<file path="config.mk">
export PLATFORM = sky130hd
export DESIGN_NAME = instruction_fetch_unit_flat
export DESIGN_NICKNAME = d
export VERILOG_FILES = /design/src/rtl/instruction_fetch_unit_pkg.sv /design/src/rtl/instruction_fetch_unit_if.sv /design/src/rtl/instruction_fetch_unit_ifid_pipe_reg.sv /design/src/rtl/instruction_fetch_unit.sv /design/src/flat_wrapper.sv
export SDC_FILE = /design/constraint.sdc
export NUM_CORES = 1
export LEC_CHECK = 0
export BUFFER_PORTS_ARGS = -buffer_cell sky130_fd_sc_hd__buf_2
export CORE_ASPECT_RATIO = 1.5
export CORE_MARGIN = 3
export CORE_UTILIZATION = 53
export CTS_CLUSTER_DIAMETER = 40
export CTS_CLUSTER_SIZE = 10
export DETAILED_ROUTE_END_ITERATION = 16
export GPL_ROUTABILITY_DRIVEN = 0
export PLACE_DENSITY_LB_ADDON = 0.1
export SLEW_MARGIN = 30
export SYNTH_ARGS = -nofsm -noshare
export SYNTH_HDL_FRONTEND = slang
export SYNTH_SLANG_ARGS = --single-unit
</file>
<file path="constraint.sdc">
create_clock -name Clk -period 4.2 [get_ports Clk]
set_clock_uncertainty 0.15 [all_clocks]
set_input_delay 0.21 -clock Clk [delete_from_list [all_inputs] [get_ports Clk]]
set_output_delay 0.21 -clock Clk [all_outputs]
set_load 0.005 [all_outputs]
</file>
<file path="src/rtl/instruction_fetch_unit_pkg.sv">
// instruction_fetch_unit_pkg: shared fetch-stage types, defaults and address helpers
package instruction_fetch_unit_pkg;
  localparam int XLEN = 32;
  localparam logic [XLEN-1:0] RESET_PC_DEF = 32'h0000_0000;
  localparam logic [XLEN-1:0] NOP_INSTR_DEF = 32'h0000_0000;
  localparam logic [XLEN-1:0] PC_STEP = 32'd4;
  typedef enum logic [1:0] {PC_SEQ, PC_HOLD, PC_BRANCH, PC_JUMP} pc_sel_e;
  typedef struct packed {
    logic [XLEN-1:0] instr;
    logic [XLEN-1:0] pc_plus4;
    logic            valid;
  } ifid_t;
  function automatic logic [XLEN-1:0] align_word(input logic [XLEN-1:0] a);
    return {a[XLEN-1:2], 2'b00};
  endfunction
  function automatic logic misaligned(input logic [XLEN-1:0] a);
    return a[1:0] != 2'b00;
  endfunction
endpackage

</file>
<file path="src/rtl/instruction_fetch_unit_if.sv">
// instruction_fetch_unit_if: instruction-memory read bus between fetch unit and memory
interface instruction_fetch_unit_if;
  import instruction_fetch_unit_pkg::*;
  logic [XLEN-1:0] PCResult;
  logic [XLEN-1:0] Instruction;
  modport master(output PCResult, input Instruction);
  modport slave(input PCResult, output Instruction);
endinterface

</file>
<file path="src/rtl/instruction_fetch_unit_ifid_pipe_reg.sv">
// ifid_pipe_reg: IF/ID pipeline register with flush-to-bubble and stall-hold
module ifid_pipe_reg
  import instruction_fetch_unit_pkg::*;
#(
  parameter logic [XLEN-1:0] NOP_INSTR = NOP_INSTR_DEF
) (
  input  logic  Clk,
  input  logic  Reset,
  input  logic  flush_i,
  input  logic  stall_i,
  input  ifid_t load_i,
  output ifid_t ifid_o
);
  localparam ifid_t BUBBLE = '{instr: NOP_INSTR, pc_plus4: '0, valid: 1'b0};
  ifid_t ifid_q, ifid_d;
  // flush squashes to a bubble even when stalled; stall holds; otherwise capture the fetch
  always_comb ifid_d = flush_i ? BUBBLE : stall_i ? ifid_q : load_i;
  // register with reset to a bubble
  always_ff @(posedge Clk) ifid_q <= Reset ? BUBBLE : ifid_d;
  assign ifid_o = ifid_q;
endmodule

</file>
<file path="src/rtl/instruction_fetch_unit.sv">
// instruction_fetch_unit: PC owner and IF/ID producer with stall, flush and redirect handling
module instruction_fetch_unit
  import instruction_fetch_unit_pkg::*;
#(
  parameter logic [XLEN-1:0] RESET_PC  = RESET_PC_DEF,
  parameter logic [XLEN-1:0] NOP_INSTR = NOP_INSTR_DEF
) (
  input  logic                     Clk,
  input  logic                     Reset,
  input  logic                     Stall,
  input  logic                     Flush,
  input  logic                     BranchTaken,
  input  logic [XLEN-1:0]          BranchTarget,
  input  logic                     JumpTaken,
  input  logic [XLEN-1:0]          JumpTarget,
  instruction_fetch_unit_if.master imem,
  output logic [XLEN-1:0]          IFID_Instruction,
  output logic [XLEN-1:0]          IFID_PCPlus4,
  output logic                     IFID_Valid,
  output logic                     AlignErr,
  output logic [XLEN-1:0]          FetchCount
);
  logic [XLEN-1:0] pc_q, pc_d, pc_plus4, count_q, count_d;
  logic            align_q, align_d;
  pc_sel_e         sel;
  ifid_t           ifid;
  assign pc_plus4 = pc_q + PC_STEP;
  // next-PC source: jump beats branch, and any redirect beats a stall so it is never lost
  always_comb sel = JumpTaken ? PC_JUMP : BranchTaken ? PC_BRANCH : Stall ? PC_HOLD : PC_SEQ;
  // next state for PC, sticky alignment flag and accepted-fetch counter
  always_comb begin
    pc_d = sel == PC_JUMP ? align_word(JumpTarget) :
           sel == PC_BRANCH ? align_word(BranchTarget) :
           sel == PC_HOLD ? pc_q : pc_plus4;
    align_d = align_q | (sel == PC_JUMP && misaligned(JumpTarget)) |
              (sel == PC_BRANCH && misaligned(BranchTarget));
    count_d = (!Flush && !Stall) ? count_q + 32'd1 : count_q;
  end
  // fetch-stage state, reset dominating every other input
  always_ff @(posedge Clk) begin
    pc_q    <= Reset ? RESET_PC : pc_d;
    align_q <= Reset ? 1'b0 : align_d;
    count_q <= Reset ? '0 : count_d;
  end
  ifid_pipe_reg #(.NOP_INSTR(NOP_INSTR)) u_ifid (
    .Clk    (Clk),
    .Reset  (Reset),
    .flush_i(Flush),
    .stall_i(Stall),
    .load_i ('{instr: imem.Instruction, pc_plus4: pc_plus4, valid: 1'b1}),
    .ifid_o (ifid)
  );
  assign imem.PCResult    = pc_q;
  assign IFID_Instruction = ifid.instr;
  assign IFID_PCPlus4     = ifid.pc_plus4;
  assign IFID_Valid       = ifid.valid;
  assign AlignErr         = align_q;
  assign FetchCount       = count_q;
endmodule

</file>
<file path="src/flat_wrapper.sv">
// flat-port wrapper written by rule: the top's interface ports become plain ports
module instruction_fetch_unit_flat import instruction_fetch_unit_pkg::*;
#(
  parameter logic [XLEN-1:0] RESET_PC  = RESET_PC_DEF,
  parameter logic [XLEN-1:0] NOP_INSTR = NOP_INSTR_DEF
)
  (Clk, Reset, Stall, Flush, BranchTaken, BranchTarget, JumpTaken, JumpTarget, IFID_Instruction, IFID_PCPlus4, IFID_Valid, AlignErr, FetchCount, imem_PCResult, imem_Instruction);
  instruction_fetch_unit_if imem_i ();
  input  logic Clk;
  input  logic Reset;
  input  logic Stall;
  input  logic Flush;
  input  logic BranchTaken;
  input  logic [XLEN-1:0] BranchTarget;
  input  logic JumpTaken;
  input  logic [XLEN-1:0] JumpTarget;
  output logic [XLEN-1:0] IFID_Instruction;
  output logic [XLEN-1:0] IFID_PCPlus4;
  output logic IFID_Valid;
  output logic AlignErr;
  output logic [XLEN-1:0] FetchCount;
  output wire logic [$bits(imem_i.PCResult)-1:0] imem_PCResult;
  input wire logic [$bits(imem_i.Instruction)-1:0] imem_Instruction;
  assign imem_PCResult = imem_i.PCResult;
  assign imem_i.Instruction = imem_Instruction;
  instruction_fetch_unit #(.RESET_PC(RESET_PC), .NOP_INSTR(NOP_INSTR)) u_core (.Clk(Clk), .Reset(Reset), .Stall(Stall), .Flush(Flush), .BranchTaken(BranchTaken), .BranchTarget(BranchTarget), .JumpTaken(JumpTaken), .JumpTarget(JumpTarget), .imem(imem_i), .IFID_Instruction(IFID_Instruction), .IFID_PCPlus4(IFID_PCPlus4), .IFID_Valid(IFID_Valid), .AlignErr(AlignErr), .FetchCount(FetchCount));
endmodule
</file>
* Word-level counts from Yosys, hierarchy flattened
Cells that the tools add are included.
** Storage, ports and cells
- Bits in registers :: 130
- Input port bits :: 102
- Word-level logic and storage cells :: 30
** Cells by class
- Add/sub/neg operators :: 2
- Eq/ne operators :: 4
- Muxes and demuxes :: 6
- Bitwise logic cells :: 2
- Reduce and logical (&&, ||, !) cells :: 9
** Operator list (count)
- $mux W32 :: 3
- $add A32 B1 Y32 const B :: 1
- $add A32 B3 Y32 const B :: 1
- $eq A2 B2 Y1 const B :: 2
- $mux W2 :: 2
- $reduce_bool A2 Y1 :: 2
- $logic_and A1 B1 Y1 :: 3
- $ne A3 B3 Y1 const B :: 1
- $reduce_or A3 Y1 :: 1
- $eq A2 B1 Y1 const B :: 1
- $logic_not A1 Y1 :: 2
- $or A1 B1 Y1 :: 2
- $reduce_or A2 Y1 :: 1
- $mux W1 :: 1

* Depth between registers and ports, before layout
Gate-level depths: netlist of run 1.
- Depth after elaboration :: 7
- Gate-level depth with buffers :: 7
- Gate-level depth less buffers :: 6

* By module
Synthesis of run 1 repeated with hierarchy kept, for this count alone.
** Unflattened totals
- Cell total of the unflattened synthesis :: 722
- Area total of the unflattened synthesis :: 6259.8 µm²
** Modules (own cells, without submodules)
- instruction_fetch_unit :: times used 1, cells each 512, area an instance 3921.3 µm², sequential area each 1261.2 µm²
- ifid_pipe_reg :: times used 1, cells each 210, area an instance 2338.5 µm², sequential area each 1301.2 µm²

* Worst setup path after synthesis of run 1
OpenSTA, ideal clock, no wires.
- Path type :: reg2reg
- From :: reg u_core.pc_q[2] (netlist: u_core.imem.PCResult[2])
- To :: reg u_core.pc_q[26] (netlist: u_core.imem.PCResult[26])
- Library setup time :: 0.135 ns
- Arrival :: 1.953 ns
- Slack :: 1.962 ns
- Stages on the path, launching flop included :: 8
- Path buffers :: 1
- Period minus slack after synthesis :: 2.238 ns
- Path through :: dfxtp_1 > ha_1 > and3_1 > buf_2 > nand4_4 > or4_1 > o2111ai_1 > o311ai_1
** On the way
- Longest elaborated chain between the ends :: 4
** Ends and longest elaborated chain
- start: declaration :: line instruction_fetch_unit.sv:23 : logic [XLEN-1:0] pc_q, pc_d, pc_plus4, count_q, count_d;
- start signal: assignment :: line instruction_fetch_unit.sv:41 : pc_q <= Reset ? RESET_PC : pc_d;
- $add A32 B3 Y32 :: line instruction_fetch_unit.sv:27 : assign pc_plus4 = pc_q + PC_STEP;
- $mux W32 :: line instruction_fetch_unit.sv:34 : sel == PC_HOLD ? pc_q : pc_plus4;
- $mux W32 :: line instruction_fetch_unit.sv:33 : sel == PC_BRANCH ? align_word(BranchTarget) :
- $mux W32 :: line instruction_fetch_unit.sv:32 : pc_d = sel == PC_JUMP ? align_word(JumpTarget) :
No other way between the ends. The select of a mux whose other input is x is not followed.
A chain may end at the register's enable or synchronous reset.

* Worst setup path after layout of run 1
- From :: in JumpTaken
- To :: reg u_core.pc_q[17] (netlist: u_core.imem.PCResult[17])
** On the way
- Longest elaborated chain between the ends :: 4
- Elaborated cells between the ends (all ways) :: 7
- Classes of those cells :: eq/ne: 4; mux: 3
** Ends and longest elaborated chain
- start: declaration :: line flat_wrapper.sv:15 : input logic JumpTaken;
- $mux W2 * :: line instruction_fetch_unit.sv:29 : always_comb sel = JumpTaken ? PC_JUMP : BranchTaken ? PC_BRANCH : Stall ? PC_HOLD : PC_SEQ;
- $eq A2 B2 Y1 :: line instruction_fetch_unit.sv:33
- $mux W32 :: line instruction_fetch_unit.sv:33
- $mux W32 :: line instruction_fetch_unit.sv:32
Mark *: on every way between the ends. The rest lies on a longest branch, timed or not.

==> flow_summary_export.csv, run 1 <==
group,metric,value,unit
synth,async_flop_share,0,
worst_setup_path,crit_slowest_cell,"inv_1",
cts,cts_sinks,126,
cts,post_cts_buffers,0,
power_and_ir_drop,vdd_drop_max,0.000308,V
worst_setup_path,cp_num_buf_inv,3,
placement,hpwl,13.3,mm
placement,place_area,0.00705,sq mm
cts,cts_root_buf,"clkbuf_16",
cts,cts_buffers,17,
synth,synth_cell_types,55,
cts,insertion_delay,0.41,ns
grt,grt_usage,0.318,
floorplan,num_io_pins,232,
layout,final_cell_mix,"226 x buf_2, 126 x dfxtp_1, 94 x nor2_1",
synth,yosysWarnings,0,
sta,timing.fmax,0.357,GHz
sta,slew_violations,0,
layout,layout-drive-gt1-share,0.284,
power_and_ir_drop,p_leak,3.71,nW
grt,grt_pass1_vias,6496,
worst_setup_path,worstSetupPathType,"in -> reg",
sta,rsz0062_at_grt,"no",
worst_setup_path,r2r_slack,1.69,ns
layout,fin_area,0.00844,sq mm
sta,final.period_utilization,0.668,
detailed_routing,avgViaCountPerCell,5.70,
floorplan,initial_core_util,0.552,
floorplan,fp.dieH,135,microns
cts,cts_hold_buf,73,
sta,setup-violations-final,0,
layout,area_delta_synth_final,42.8,%
cts,cts-resized-gates,0,
detailed_routing,drtPass1Iterations,5,
placement,io_buffer_count,227,
worst_setup_path,cpLargestDelayFamily,"buffers and inverters",
worst_setup_path,cp_slowest_stage_delay,0.78,ns
synth,netlist_instances,688,
detailed_routing,wire_per_inst,18.1,microns
synth,synth_seq_cells,126,
synth,ys.flop_type,"dfxtp_1",
layout,layout_commonest_cell,"buf_2",
detailed_routing,first_iter_violations,385,
sta,worst_pin_slew,0.985,ns
floorplan,die_x,92.2,microns
worst_setup_path,worst_setup_path_end_kind,"flop",
worst_setup_path,required,4.33,ns
grt,overflow,0,
cts,htreeDepth,4,
sta,finalHoldViolations,0,
status,outcome,"completed",
layout,seqCellArea,0.00252,sq mm
detailed_routing,wirelength,20.2,mm
cts,max-clock-path-buffers,2,
sta,fin_setup_tns,0,ns
grt,grt_pass1_wl,31.7,mm
synth,netlist_area,0.00591,sq mm
synth,syn_avg_cell_area,8.59,sq um
worst_setup_path,critPathMaxFanout,29,
power_and_ir_drop,pwr_density_cell,388,mW/mm^2
sta,period_needed,2.80,ns
synth,synth_edf_count,0,
sta,slew_headroom,0.342,
flow_run,cap_violations,0,
grt,grt_max_degree,73,
min_path,hp-class,"in -> reg",
floorplan,dieArea,0.0125,sq mm
worst_setup_path,cp-start-kind,"primary input",
detailed_routing,ant_nets,0,
layout,multiInputGateArea,0.00312,sq mm
worst_setup_path,crit_chain,"buf_2 > inv_1 > nand2_1 > o221ai_1 > dlygate4sd3_1 > a31oi_1",
floorplan,design.core.area,0.0107,sq mm
grt,antenna_found_initial,1,
layout,fin_nets,1064,
cts,cts_tree,"built",
detailed_routing,drc,0,
detailed_routing,vias,6375,
worst_setup_path,arrival,2.93,ns
cts,clkTransAtPathRegs,0.06,ns
synth,ys_seq_area_frac,0.427,
floorplan,fp-row-count,46,
layout,fill_cells,793,
-- report_power, final --
group	total (mW)	leakage (nW)	internal, mW	switching, mW
clock	1.60	0.301	1.04	0.555
combinational	0.371	2.38	0.189	0.182
sequential	1.30	1.03	1.24	0.0596
total	3.27	3.71	2.48	0.796
-- tightest hold or removal path, cell delays in order --
cell and delay, ns:
buf_2 0.10, o22ai_1 0.14, a211oi_1 0.07
-- final cells by class --
class,count,share of cell area
timing repair buffer,307,0.228
sequential,126,0.299
inverter,9,0.00400
clock buffer,20,0.0553
tap,144,0.0214
antenna,1,0.000297
clock inverter,12,0.0218
multi-input combinational,499,0.370
-- synthesized netlist by cell type, drive strengths merged (2+ instances only) --
cell | count | area, sq um
o21ai | 35 | 175
a22oi | 3 | 22.5
o211a | 2 | 20.0
and4 | 8 | 70.1
mux2i | 39 | 390
xor2 | 22 | 193
a211o | 2 | 17.5
or4 | 3 | 26.3
clkbuf | 41 | 154
o31a | 2 | 17.5
o21a | 5 | 37.5
nand3 | 28 | 140
nand4 | 17 | 128
nor3 | 19 | 95.1
a211oi | 15 | 113
dfxtp | 126 | 2520
o211ai | 5 | 37.5
buf | 16 | 88.8
or3 | 5 | 31.3
o22ai | 13 | 81.3
and3 | 7 | 43.8
nor2 | 95 | 359
xnor2 | 45 | 394
nor4 | 12 | 105
inv | 9 | 33.8
nand2 | 44 | 165
o221ai | 5 | 43.8
ha | 2 | 25.0
nand2b | 3 | 18.8
a21oi | 40 | 200
a31oi | 4 | 25.0
-- per-stage QoR --
stage / setup slack (ns) / power [mW] / hold WS, ns / cells / util
global route: 1.28 / 3.37 / 0.0192 / 1118 / 0.788
finish: 1.40 / 3.27 / 0.0204 / 1118 / 0.788
detailed placement: 1.65 / 1.63 / 0.296 / 1012 / 0.659
floorplan: 1.96 / 1.48 / 0.204 / 691 / -
global placement: 1.73 / 1.62 / 0.289 / 1012 / 0.659
CTS: 1.56 / 3.27 / 0.00408 / 1117 / 0.788
-- registers in the layout, summed over array words and instances, names as in the netlist --
signal	flops
u_core.u_ifid.ifid_o	63
u_core.FetchCount	32
u_core.imem.PCResult	30
u_core.AlignErr	1
-- layer usage --
metal / up-vias / routed length [microns] / GRT usage
li1: 2971 / - / -
met1: 2984 / 7410 / 0.351
met2: 360 / 10300 / 0.553
met3: 60 / 1840 / 0.0845
met4: 0 / 660 / 0.172
met5: - / 0 / 0
-- worst paths after layout --
path	endpoint	cells past startpoint	startpoint
setup / recovery	u_core.imem.PCResult[17]$_SDFFE_PP0P_	6	JumpTaken
hold / removal	u_core.imem.PCResult[21]$_SDFFE_PP0P_	3	JumpTarget[21]
setup reg to reg	u_core.imem.PCResult[12]$_SDFFE_PP0P_	7	u_core.imem.PCResult[2]$_SDFFE_PP0P_
hold reg to reg	u_core.u_ifid.ifid_o[11]$_SDFFE_PP0N_	2	u_core.u_ifid.ifid_o[11]$_SDFFE_PP0N_
-- logic make-up after synthesis --
| family | after synthesis | synth area share |
|---|---|---|
| simple gates | 246 | 0.207 |
| compound gates | 141 | 0.149 |
| flops | 126 | 0.427 |
| xor+xnor | 67 | 0.0993 |
| buf+inv | 66 | 0.0468 |
| mux | 39 | 0.0660 |
| fa+ha+maj | 2 | 0.00423 |
| other cells | 1 | 0.000634 |
Note: power is estimated with default switching activity, not from simulation.
==> inputs of run 2 (changes only) <==
--- a/config.mk
+++ b/config.mk
@@ -5,10 +5,11 @@
 export SDC_FILE = /design/constraint.sdc
 export NUM_CORES = 1
 export LEC_CHECK = 0
+export ABC_AREA = 1
 export BUFFER_PORTS_ARGS = -buffer_cell sky130_fd_sc_hd__buf_2
 export CORE_ASPECT_RATIO = 1.5
 export CORE_MARGIN = 3
-export CORE_UTILIZATION = 53
+export CORE_UTILIZATION = 50
 export CTS_CLUSTER_DIAMETER = 40
 export CTS_CLUSTER_SIZE = 10
 export DETAILED_ROUTE_END_ITERATION = 16
==> constraint.sdc (replaced) <==
create_clock -name Clk -period 2.72 [get_ports Clk]
set_clock_uncertainty 0.15 [all_clocks]
set_input_delay 0.136 -clock Clk [delete_from_list [all_inputs] [get_ports Clk]]
set_output_delay 0.136 -clock Clk [all_outputs]
set_load 0.005 [all_outputs]
==> run 2 against run 1 <==
- sequential cell count unchanged
- sequential share of layout area fell by 2.6 points
- routed wire length up 9.6%
- combinational power increased by 78%
- non-clock buffer count up 26
- core utilization is 5.2 points lower
- critical path type is now reg -> reg
- critical endpoint is now u_core.imem.PCResult[14]$_SDFFE_PP0P_
==> flow_summary_export.csv, run 2 <==
group,metric,value,unit
status,outcome,"completed",
synth,synth_top_area_frac,0.389,
sta,period_needed,2.52,ns
synth,async_flop_share,0,
power_and_ir_drop,p_leak,4.47,nW
power_and_ir_drop,pwr_density_cell,544,mW/mm^2
detailed_routing,avgViaCountPerCell,5.25,
worst_setup_path,r2r_slack,0.20,ns
layout,layout_commonest_cell,"nand2_1",
floorplan,fp-row-count,50,
power_and_ir_drop,internal_power,3.71,mW
worst_setup_path,cp-start-kind,"flop",
cts,max-clock-path-buffers,2,
floorplan,num_io_pins,232,
detailed_routing,drc,0,
worst_setup_path,crit_chain,"ha_1 > nand3_1 > inv_2 > nand2_2 > nor2_2 > xor2_1 > o21ai_0 > a21oi_1 > dlygate4sd3_1",
detailed_routing,drtPass1Iterations,5,
sta,timing.fmax,0.397,GHz
cts,cts_tree,"built",
sta,rsz0062_at_grt,"no",
sta,fin_setup_tns,0,ns
cts,insertion_delay,0.42,ns
detailed_routing,ant_nets,0,
synth,syn_avg_cell_area,6.66,sq um
sta,setup-violations-final,0,
synth,ys.flop_type,"dfxtp_1",
placement,hpwl,14.9,mm
grt,grt_usage,0.305,
worst_setup_path,r2r_cells,9,
detailed_routing,wirelength,22.2,mm
power_and_ir_drop,vdd_drop_max,0.000440,V
placement,io_buffer_count,227,
power_and_ir_drop,p_seq_frac,0.398,
floorplan,fp.dieH,145,microns
floorplan,die_x,99.0,microns
grt,grt_pass1_wl,36.0,mm
worst_setup_path,r2r-end,"u_core.imem.PCResult[14]$_SDFFE_PP0P_",
flow_run,cap_violations,0,
synth,synth_area_leaders,"dfxtp_1 39%, nand2_1 16%, a21oi_1 7.3%, o21ai_0 7.2%, nor2_1 5.6%",
grt,grt_pass1_vias,7428,
layout,largest_reg_flops,63,
worst_setup_path,cp_num_buf_inv,2,
layout,fin_nets,1386,
cts,clkTransAtPathRegs,0.06,ns
synth,ys_seq_area_frac,0.389,
worst_setup_path,cpLargestDelayFamily,"buffers and inverters",
layout,seqCellArea,0.00252,sq mm
grt,grt_max_degree,65,
worst_setup_path,arrival,2.74,ns
power_and_ir_drop,net-switching-power,1.33,mW
detailed_routing,first_iter_violations,407,
synth,synth_seq_cells,126,
worst_setup_path,crit_path_end,"u_core.imem.PCResult[14]$_SDFFE_PP0P_",
sta,worst_pin_slew,0.790,ns
worst_setup_path,crit_cells,9,
cts,htreeDepth,4,
synth,synth_area_leader_cell,"dfxtp_1",
layout,n_antenna_cell,0,
worst_setup_path,critPathMaxFanout,6,
detailed_routing,wire_per_inst,15.3,microns
layout,layout-drive-gt1-share,0.240,
cts,cts_root_buf,"clkbuf_16",
cts,cts_sinks,126,
floorplan,initial_core_util,0.516,
min_path,hp-class,"in -> reg",
layout,fill_cells,1031,
synth,yosysMostFrequentCell,"nand2_1",
worst_setup_path,crit_slowest_cell,"dlygate4sd3_1",
sta,slew_headroom,0.473,
layout,multiInputGateArea,0.00344,sq mm
floorplan,dieArea,0.0144,sq mm
power_and_ir_drop,power,5.04,mW
worst_setup_path,worstSetupStartpoint,"u_core.imem.PCResult[2]$_SDFFE_PP0P_",
grt,overflow,0,
layout,final_cell_mix,"270 x nand2_1, 227 x buf_2, 125 x dfxtp_1",
sta,slew_violations,0,
sta,final.period_utilization,0.927,
synth,yosysWarnings,0,
synth,netlist_instances,974,
floorplan,design.core.area,0.0126,sq mm
synth,synth_cell_types,40,
power_and_ir_drop,p_sw_frac,0.264,
power_and_ir_drop,power_frac_clock,0.471,
detailed_routing,vias,7614,
worst_setup_path,required,2.94,ns
power_and_ir_drop,comb_power_share,0.131,
cts,cts_buffers,17,
worst_setup_path,worstSetupPathType,"reg -> reg",
synth,synthTopCellsByCount,"270 x nand2_1, 126 x dfxtp_1, 97 x nor2_1",
worst_setup_path,cp_slowest_stage_delay,0.57,ns
worst_setup_path,worst_setup_path_end_kind,"flop",
sta,finalHoldViolations,0,
synth,synth_edf_count,0,
synth,netlist_area,0.00648,sq mm
worst_setup_path,timing.rr.start,"u_core.imem.PCResult[2]$_SDFFE_PP0P_",
grt,antenna_found_initial,0,
layout,area_delta_synth_final,42.7,%
[run 2: worst reg2reg max path, cell delays in order, from the launching register on]
cell and delay [ns]:
dfxtp_2 0.40, ha_1 0.21, nand3_1 0.18, inv_2 0.15, nand2_2 0.12, nor2_2 0.20, xor2_1 0.23, o21ai_0 0.11
a21oi_1 0.15, dlygate4sd3_1 0.57
[run 2: how the worst min path moves through the flow]
| stage | start | to | slack (ns) | depth (start not counted) |
|---|---|---|---|---|
| final | Stall | u_core.u_ifid.ifid_o[53]$_SDFFE_PP0N_ | 0.02 | 3 |
| after global routing | Stall | u_core.u_ifid.ifid_o[60]$_SDFFE_PP0N_ | 0.02 | 3 |
| after CTS | BranchTarget[4] | u_core.imem.PCResult[4]$_SDFFE_PP0P_ | 0.003 | 7 |
| after detailed placement | imem_Instruction[17] | u_core.u_ifid.ifid_o[50]$_SDFFE_PP0N_ | 0.24 | 3 |
| after global placement | imem_Instruction[20] | u_core.u_ifid.ifid_o[53]$_SDFFE_PP0N_ | 0.24 | 3 |
| after floorplan | imem_Instruction[0] | u_core.u_ifid.ifid_o[33]$_SDFFE_PP0N_ | 0.13 | 2 |
[run 2: final cells by class]
class	instances	share of cell area
sequential	126	0.273
tap	156	0.0211
clock buffer	18	0.0474
clock inverter	13	0.0178
inverter	86	0.0350
multi-input combinational	718	0.371
timing repair buffer	333	0.235
[run 2: per-layer routing]
layer / track usage / up-vias / routed length (microns)
met5: 0 / - / 0
met4: 0.131 / 0 / 760
met3: 0.0614 / 65 / 1620
met2: 0.531 / 338 / 11000
met1: 0.358 / 3450 / 8740
li1: - / 3761 / -
[run 2: cells by family after synthesis]
kind of cell	Yosys count	synth area share
simple gates	484	0.330
compound gates	209	0.168
buf+inv	133	0.0828
flops	126	0.389
xor+xnor	19	0.0257
fa+ha+maj	2	0.00386
other cells	1	0.000578
[run 2: power groups by stage]
stage | registers [mW] | logic [mW] | clock network (mW)
after floorplan | 2.03 | 0.284 | 0
after global routing | 2.02 | 0.728 | 2.48
after detailed placement | 2.04 | 0.517 | 0
final | 2.01 | 0.659 | 2.37
after CTS | 2.00 | 0.647 | 2.40
after global placement | 2.04 | 0.512 | 0
[run 2: repair_timing]
item | in CTS | in global routing
resized for setup | 0 | 1
hold buffers | 96 | 0
setup buffers | 0 | 0
endpoints found under the hold margin | 77 | 0
endpoints found under the setup margin | 0 | 4
[run 2: through the flow]
| step | utilization | instances | hold WS [ns] | cell area, sq um | worst slack (ns) |
|---|---|---|---|---|---|
| after floorplan | - | 977 | 0.131 | 6500 | 1.03 |
| after global placement | 0.612 | 1323 | 0.236 | 7690 | 0.694 |
| after detailed placement | 0.612 | 1323 | 0.241 | 7690 | 0.705 |
| after CTS | 0.736 | 1450 | 0.00276 | 9260 | 0.149 |
| after global routing | 0.736 | 1450 | 0.0245 | 9260 | 0.0359 |
| final | 0.736 | 1450 | 0.0205 | 9260 | 0.198 |
